==> config.mk <==
export PLATFORM = sky130hd
export DESIGN_NAME = track_plant
export DESIGN_NICKNAME = d
export VERILOG_FILES = /design/src/rtl/track_pkg.sv /design/src/rtl/train_pos.sv /design/src/rtl/track_plant.sv
export SDC_FILE = /design/constraint.sdc
export NUM_CORES = 1
export LEC_CHECK = 0
export ABC_AREA = 1
export CAP_MARGIN = 15
export CORE_MARGIN = 4
export CORE_UTILIZATION = 45
export CTS_BUF_LIST = sky130_fd_sc_hd__clkbuf_8
export CTS_CLUSTER_SIZE = 25
export DETAILED_ROUTE_END_ITERATION = 16
export DONT_BUFFER_PORTS = 1
export PLACE_DENSITY = 0.64
export RECOVER_POWER = 50
export SLEW_MARGIN = 10
export SYNTH_ARGS = -nofsm -noshare
export SYNTH_HDL_FRONTEND = slang
export SYNTH_SLANG_ARGS = --single-unit
==> constraint.sdc <==
create_clock -name Clock -period 1.7 [get_ports Clock]
set_input_delay 0.34 -clock Clock [delete_from_list [all_inputs] [get_ports Clock]]
set_output_delay 0.34 -clock Clock [all_outputs]
set_load 0.005 [all_outputs]
==> src/rtl/track_pkg.sv <==
// Shared constants and types for the two-train track plant model.
// Route codes, drive encodings, train state encoding and sensor bit positions.
package track_pkg;

   localparam logic [2:0] ROUTE_A  = 3'b000;
   localparam logic [2:0] ROUTE_B  = 3'b011;

   localparam logic [1:0] DIR_FWD  = 2'b01;
   localparam logic [1:0] DIR_STOP = 2'b00;

   typedef enum logic [1:0] {
      ST_RUN   = 2'd0,
      ST_HOLD  = 2'd1,
      ST_FAULT = 2'd2
   } train_state_e;

   localparam int SR_A_APPR = 1;
   localparam int SR_B_APPR = 2;
   localparam int SR_A_EXIT = 3;
   localparam int SR_B_EXIT = 4;

   function automatic logic in_common(input int pos, input int lo, input int hi);
      return (pos >= lo) && (pos <= hi);
   endfunction

endpackage

==> src/rtl/train_pos.sv <==
// One train on its own circular loop: position, RUN/HOLD/FAULT state,
// route check against the shared segment and the approach/exit sensor pair.
module train_pos
   import track_pkg::*;
#(
   parameter int         LOOP_LEN  = 16,
   parameter int         COM_START = 4,
   parameter int         COM_END   = 7,
   parameter logic [2:0] ROUTE     = ROUTE_A,
   parameter int         INIT      = 0,
   localparam int        PW        = $clog2(LOOP_LEN)
) (
   input  logic          clk_i,
   input  logic          rst_n_i,
   input  logic          tick_i,
   input  logic [2:0]    sw_i,
   input  logic [1:0]    dir_i,
   input  logic          force_fault_i,
   output logic [PW-1:0] pos_o,
   output logic [PW-1:0] pos_next_o,
   output logic          derail_o,
   output logic          approach_o,
   output logic          exit_o
);

   logic [PW-1:0] pos_q, pos_d, cand;
   train_state_e  state_q, state_d;
   logic          derail_q, derail_d, derail_now;

   always_comb begin
      cand = pos_q;
      if (dir_i == DIR_FWD)
         cand = (pos_q == PW'(LOOP_LEN-1)) ? '0 : pos_q + 1'b1;

      // A stopped train inside the segment is checked too, since cand == pos_q.
      derail_now = (state_q != ST_FAULT) && in_common(int'(cand), COM_START, COM_END)
                   && (sw_i != ROUTE);

      pos_d    = pos_q;
      state_d  = state_q;
      derail_d = derail_q;
      if (state_q != ST_FAULT) begin
         if (derail_now) begin
            state_d  = ST_FAULT;
            derail_d = 1'b1;
         end else begin
            pos_d   = cand;
            state_d = (dir_i == DIR_FWD) ? ST_RUN : ST_HOLD;
         end
      end
      if (force_fault_i)
         state_d = ST_FAULT;
   end

   always_ff @(posedge clk_i or negedge rst_n_i) begin
      if (!rst_n_i) begin
         pos_q    <= PW'(INIT);
         state_q  <= ST_RUN;
         derail_q <= 1'b0;
      end else if (tick_i) begin
         pos_q    <= pos_d;
         state_q  <= state_d;
         derail_q <= derail_d;
      end
   end

   assign pos_o      = pos_q;
   assign pos_next_o = pos_d;
   assign derail_o   = derail_q;
   assign approach_o = (pos_q == PW'(COM_START-1));
   assign exit_o     = (pos_q == PW'(COM_END+1));

endmodule

==> src/rtl/track_plant.sv <==
// Two-train track plant: movement prescaler, both trains, collision detection
// on the shared segment and sensor vector assembly.
module track_plant
   import track_pkg::*;
#(
   parameter int  LOOP_LEN  = 16,
   parameter int  COM_START = 4,
   parameter int  COM_END   = 7,
   parameter int  STEP_DIV  = 4,
   parameter int  A_INIT    = 0,
   parameter int  B_INIT    = 8,
   localparam int PW        = $clog2(LOOP_LEN)
) (
   input  logic          Clock,
   input  logic          RESET_N,
   input  logic [3:1]    SW,
   input  logic [1:0]    DA,
   input  logic [1:0]    DB,
   output logic [4:1]    SR,
   output logic [PW-1:0] POS_A,
   output logic [PW-1:0] POS_B,
   output logic [1:0]    DERAIL,
   output logic          CRASH
);

   localparam int CW = (STEP_DIV > 1) ? $clog2(STEP_DIV) : 1;

   logic [CW-1:0] cnt_q, cnt_d;
   logic          tick;
   logic          crash_q, crash_now;
   logic [PW-1:0] pos_next_a, pos_next_b;
   logic          appr_a, appr_b, exit_a, exit_b;

   assign tick  = (cnt_q == CW'(STEP_DIV-1));
   assign cnt_d = tick ? '0 : cnt_q + 1'b1;

   // Collision uses post-update positions; a derailed train keeps its old one.
   assign crash_now = tick && in_common(int'(pos_next_a), COM_START, COM_END)
                           && in_common(int'(pos_next_b), COM_START, COM_END);

   always_ff @(posedge Clock or negedge RESET_N) begin
      if (!RESET_N) begin
         cnt_q   <= '0;
         crash_q <= 1'b0;
      end else begin
         cnt_q   <= cnt_d;
         crash_q <= crash_q | crash_now;
      end
   end

   train_pos #(
      .LOOP_LEN (LOOP_LEN), .COM_START(COM_START), .COM_END(COM_END),
      .ROUTE    (ROUTE_A),  .INIT     (A_INIT)
   ) u_train_a (
      .clk_i(Clock), .rst_n_i(RESET_N), .tick_i(tick), .sw_i(SW), .dir_i(DA),
      .force_fault_i(crash_now), .pos_o(POS_A), .pos_next_o(pos_next_a),
      .derail_o(DERAIL[0]), .approach_o(appr_a), .exit_o(exit_a)
   );

   train_pos #(
      .LOOP_LEN (LOOP_LEN), .COM_START(COM_START), .COM_END(COM_END),
      .ROUTE    (ROUTE_B),  .INIT     (B_INIT)
   ) u_train_b (
      .clk_i(Clock), .rst_n_i(RESET_N), .tick_i(tick), .sw_i(SW), .dir_i(DB),
      .force_fault_i(crash_now), .pos_o(POS_B), .pos_next_o(pos_next_b),
      .derail_o(DERAIL[1]), .approach_o(appr_b), .exit_o(exit_b)
   );

   always_comb begin
      SR            = '0;
      SR[SR_A_APPR] = appr_a;
      SR[SR_B_APPR] = appr_b;
      SR[SR_A_EXIT] = exit_a;
      SR[SR_B_EXIT] = exit_b;
   end

   assign CRASH = crash_q;

endmodule

==> results.toml <==
[timing]
fin_crit_ns = 1.605
worstMarginPinSlew_ns = 0.7509
rsz0062_at_grt = "yes"
clock.fmax_mhz = 623.2
setup_viol = 0
slew_headroom = 0.4977
finalCritPeriodShare = 0.9438
finalHoldViolCount = 0
tns_ns = 0
drv_slew = 0
finClkSkew_ns = 0.002568

[cts]
cts_root_buf = "clkbuf_8"
cts_buffers = 3
cts_sinks = 17
path_clk_slew_ns = 0.07
h-tree-depth = 1
worstSkewPairLatency_ns = 0.26
cts_tree = "done"
clockBufferDepth = 2

[setup_path]
crit_path_max_fanout = 5
critPathArrivalTime_ns = 1.76
crit_chain = "ha_2, nand2_1, nor2_1, nand2_1, nand3_2, nand2_2, nand2_2, nand2_2, nand2_2, nor2_4, nand2_4, nand3_1, nand2_1"
reg2reg_depth = 13
r2r-start = "u_train_b.pos_o[1]$_DFFE_PN0P_"
cp.required_ns = 1.85
worstReg2RegEnd = "u_train_b.state_q[0]$_DFFE_PN0P_"
critPathMaxStageDelay_ns = 0.40
end_kind = "flip-flop"
path_class = "reg -> reg"
cpMaxStageDelayCell = "dfrtp_1"
cpMostUsedCell = "nand2_2"
rrSetupSlack_ns = 0.1
cp-start-kind = "flip-flop"
crit_end = "u_train_b.state_q[0]$_DFFE_PN0P_"
crit_start = "u_train_b.pos_o[1]$_DFFE_PN0P_"

[synth]
netlist_instances = 148
synth-warning-count = 0
synthTopCellsByArea = "dfrtp_1 36%, nand2_1 12%, inv_1 6.7%, ha_1 5.6%, nor2_1 5.1%"
yosysMostFrequentCell = "nand2_1"
synth_common_cells = "37 x nand2_1, 20 x inv_1, 16 x dfrtp_1"
synth_area_mm2 = 0.001115
ys_seq_area_frac = 0.3827
ys_async_sr_fraction = 1.000
synth_enable_flop_cells = 0
avgSynthCellArea_um2 = 7.533
yosysTopAreaCell = "dfrtp_1"
synth_top_area_share = 0.3591
synth_top_family_by_area = "simple AND/OR/NAND/NOR gates"
synthXorXnorAreaFrac = 0
ys_ff_latch = 17
synth_nets = 162
muxShareOfSynthArea = 0
synth_simple_gate_area_frac = 0.3468
synth-compound-area-share = 0.09652
synthAdderAreaFrac = 0.05612
synth_top_flop_cell = "dfrtp_1"
synth_cell_types = 25

[power_and_ir_drop]
internal_power_mw = 1.125
clock_power_share = 0.157
p_switching_uw = 878.8
swShare = 0.4385
pwr_density_cell_mw_per_mm2 = 1522
pwr-share-comb = 0.482
seq_power_share = 0.360
peakVddDrop_mv = 0.8358
p_leak_nw = 0.6367

[routing]
wl_met2_um = 1086
drc = 0
ant_nets = 0
met1_length_um = 1026
wl_met3_um = 120
dr.pass1.iters = 4
drt_iter0_markers = 23
vias_per_cell = 5.022
routed.top_layer = "met4"
vias = 934
wl_per_cell_um = 12.11
totalWireLength_um = 2252

[global_route]
grt_pass1_wl_um = 3684
grt_start_max_net_pins = 18
grt_pass1_vias = 818
grt_util_all_layers = 0.1407
grt-ovfl-total = 0
antenna_found_initial = 0

[finish]
syn2layout_area_growth_pct = 18.07
diodes = 0
drive_gt1_frac = 0.3354
stdcell_count = 186
fin_nets = 173

[floorplanning]
ios = 24
core_mm2 = 0.002276
rows = 17
die_height_um = 57.78
initial_core_util = 0.4898
die_w_um = 57.78
die-area_mm2 = 0.003338

[placement]
place_congestion = 0.7919
dp_hpwl_um = 1700
port-buffer-count = 0
placed_cells = 178

[hold_path]
min_path_type = "in -> reg"

[status]
status = "complete, no violations"

[flow_run]
cap_violations = 0
[placed cells by master (no fill, tap or decap), types with 2 or more instances in the layout]
cell type and instances:
inv_2 3, a21oi_1 4, nor2_1 12, a21oi_2 4, dfrtp_1 14, nor2_2 3
nand2_1 30, ha_1 3, dfrtp_2 2, clkbuf_8 3, buf_4 11, nand3_2 2
o21ai_1 2, inv_1 19, nand3_1 10, o21ai_0 5, nand2_2 12, nor2_4 6
[sequential cells by signal (all words and copies together), names as in the netlist]
register,flops
u_train_b.state_q,2
u_train_b.derail_o,1
u_train_a.pos_o,4
u_train_b.pos_o,4
u_train_a.derail_o,1
u_train_a.state_q,2
cnt_q,2
CRASH,1
[metrics by stage]
| stage | hold WS, ns | area, um2 | setup WS [ns] | total power, mW | utilization |
|---|---|---|---|---|---|
| after floorplan | 0.04441 | 1115 | 0.1355 | 1.341 | - |
| after global placement | 0.04503 | 1169 | 0.08676 | 1.500 | 0.5135 |
| after detailed placement | 0.04501 | 1169 | 0.02189 | 1.531 | 0.5135 |
| after CTS | 0.3092 | 1230 | 0.03976 | 1.864 | 0.5404 |
| after global routing | 0.3199 | 1316 | -0.03213 | 2.171 | 0.5783 |
| final | 0.3068 | 1316 | 0.09550 | 2.004 | 0.5783 |
[worst max-delay path: cells and delay by family (launching register included)]
family | cells | cell delay, ns
adder cells (fa/ha/maj) | 1 | 0.21
flip-flops | 1 | 0.40
AND/OR/NAND/NOR | 12 | 0.90
[routing by layer]
| layer | global-route usage | vias up |
|---|---|---|
| met5 | 0 | - |
| met3 | 0.04677 | 4 |
| met2 | 0.2081 | 18 |
| met1 | 0.1956 | 435 |
| li1 | - | 477 |
| met4 | 0.03974 | 0 |
[power groups by stage]
stage / combinational, mW / clock, mW / sequential (mW)
finish: 0.967 / 0.315 / 0.722
global route: 1.08 / 0.344 / 0.747
CTS: 0.842 / 0.321 / 0.701
detailed placement: 0.824 / 0 / 0.708
global placement: 0.801 / 0 / 0.699
floorplan: 0.643 / 0 / 0.698
[final cells by class]
type | instances | area, um2
clock inverters | 1 | 7.507
fillers | 184 | 959.7
clock buffers | 3 | 41.29
flip-flops and latches | 17 | 429.2
inverters | 22 | 82.58
repair buffers | 13 | 103.9
multi-input cells | 102 | 616.8
well taps | 28 | 35.03
[kinds of logic after synthesis]
| kind of cell | count (synthesis) |
|---|---|
| AO/OA/AOI/OAI | 18 |
| adder cells (fa/ha/maj) | 5 |
| AND/OR/NAND/NOR | 79 |
| buffers and inverters | 29 |
| flip-flops | 17 |
[what timing repair did]
action | CTS | global route
hold buffers | 1 | 0
buffers inserted | 0 | 3
hold endpoints to repair | 17 | 0
pin swaps | 0 | 8
endpoints found under the setup margin | 1 | 9
gates resized for setup | 1 | 20
[worst min path at each step]
stage	startpoint	to	slack, ns	cells past startpoint
after floorplan	RESET_N	CRASH$_DFF_PN0_	0.04	0
after global placement	RESET_N	u_train_b.derail_o$_DFFE_PN0P_	0.05	0
after detailed placement	RESET_N	u_train_b.derail_o$_DFFE_PN0P_	0.05	0
after CTS	DA[1]	u_train_a.state_q[0]$_DFFE_PN0P_	0.31	4
after global routing	DB[1]	u_train_b.state_q[0]$_DFFE_PN0P_	0.32	4
final	DB[1]	u_train_b.state_q[0]$_DFFE_PN0P_	0.31	4
Note: power is estimated with default switching activity, not from simulation.
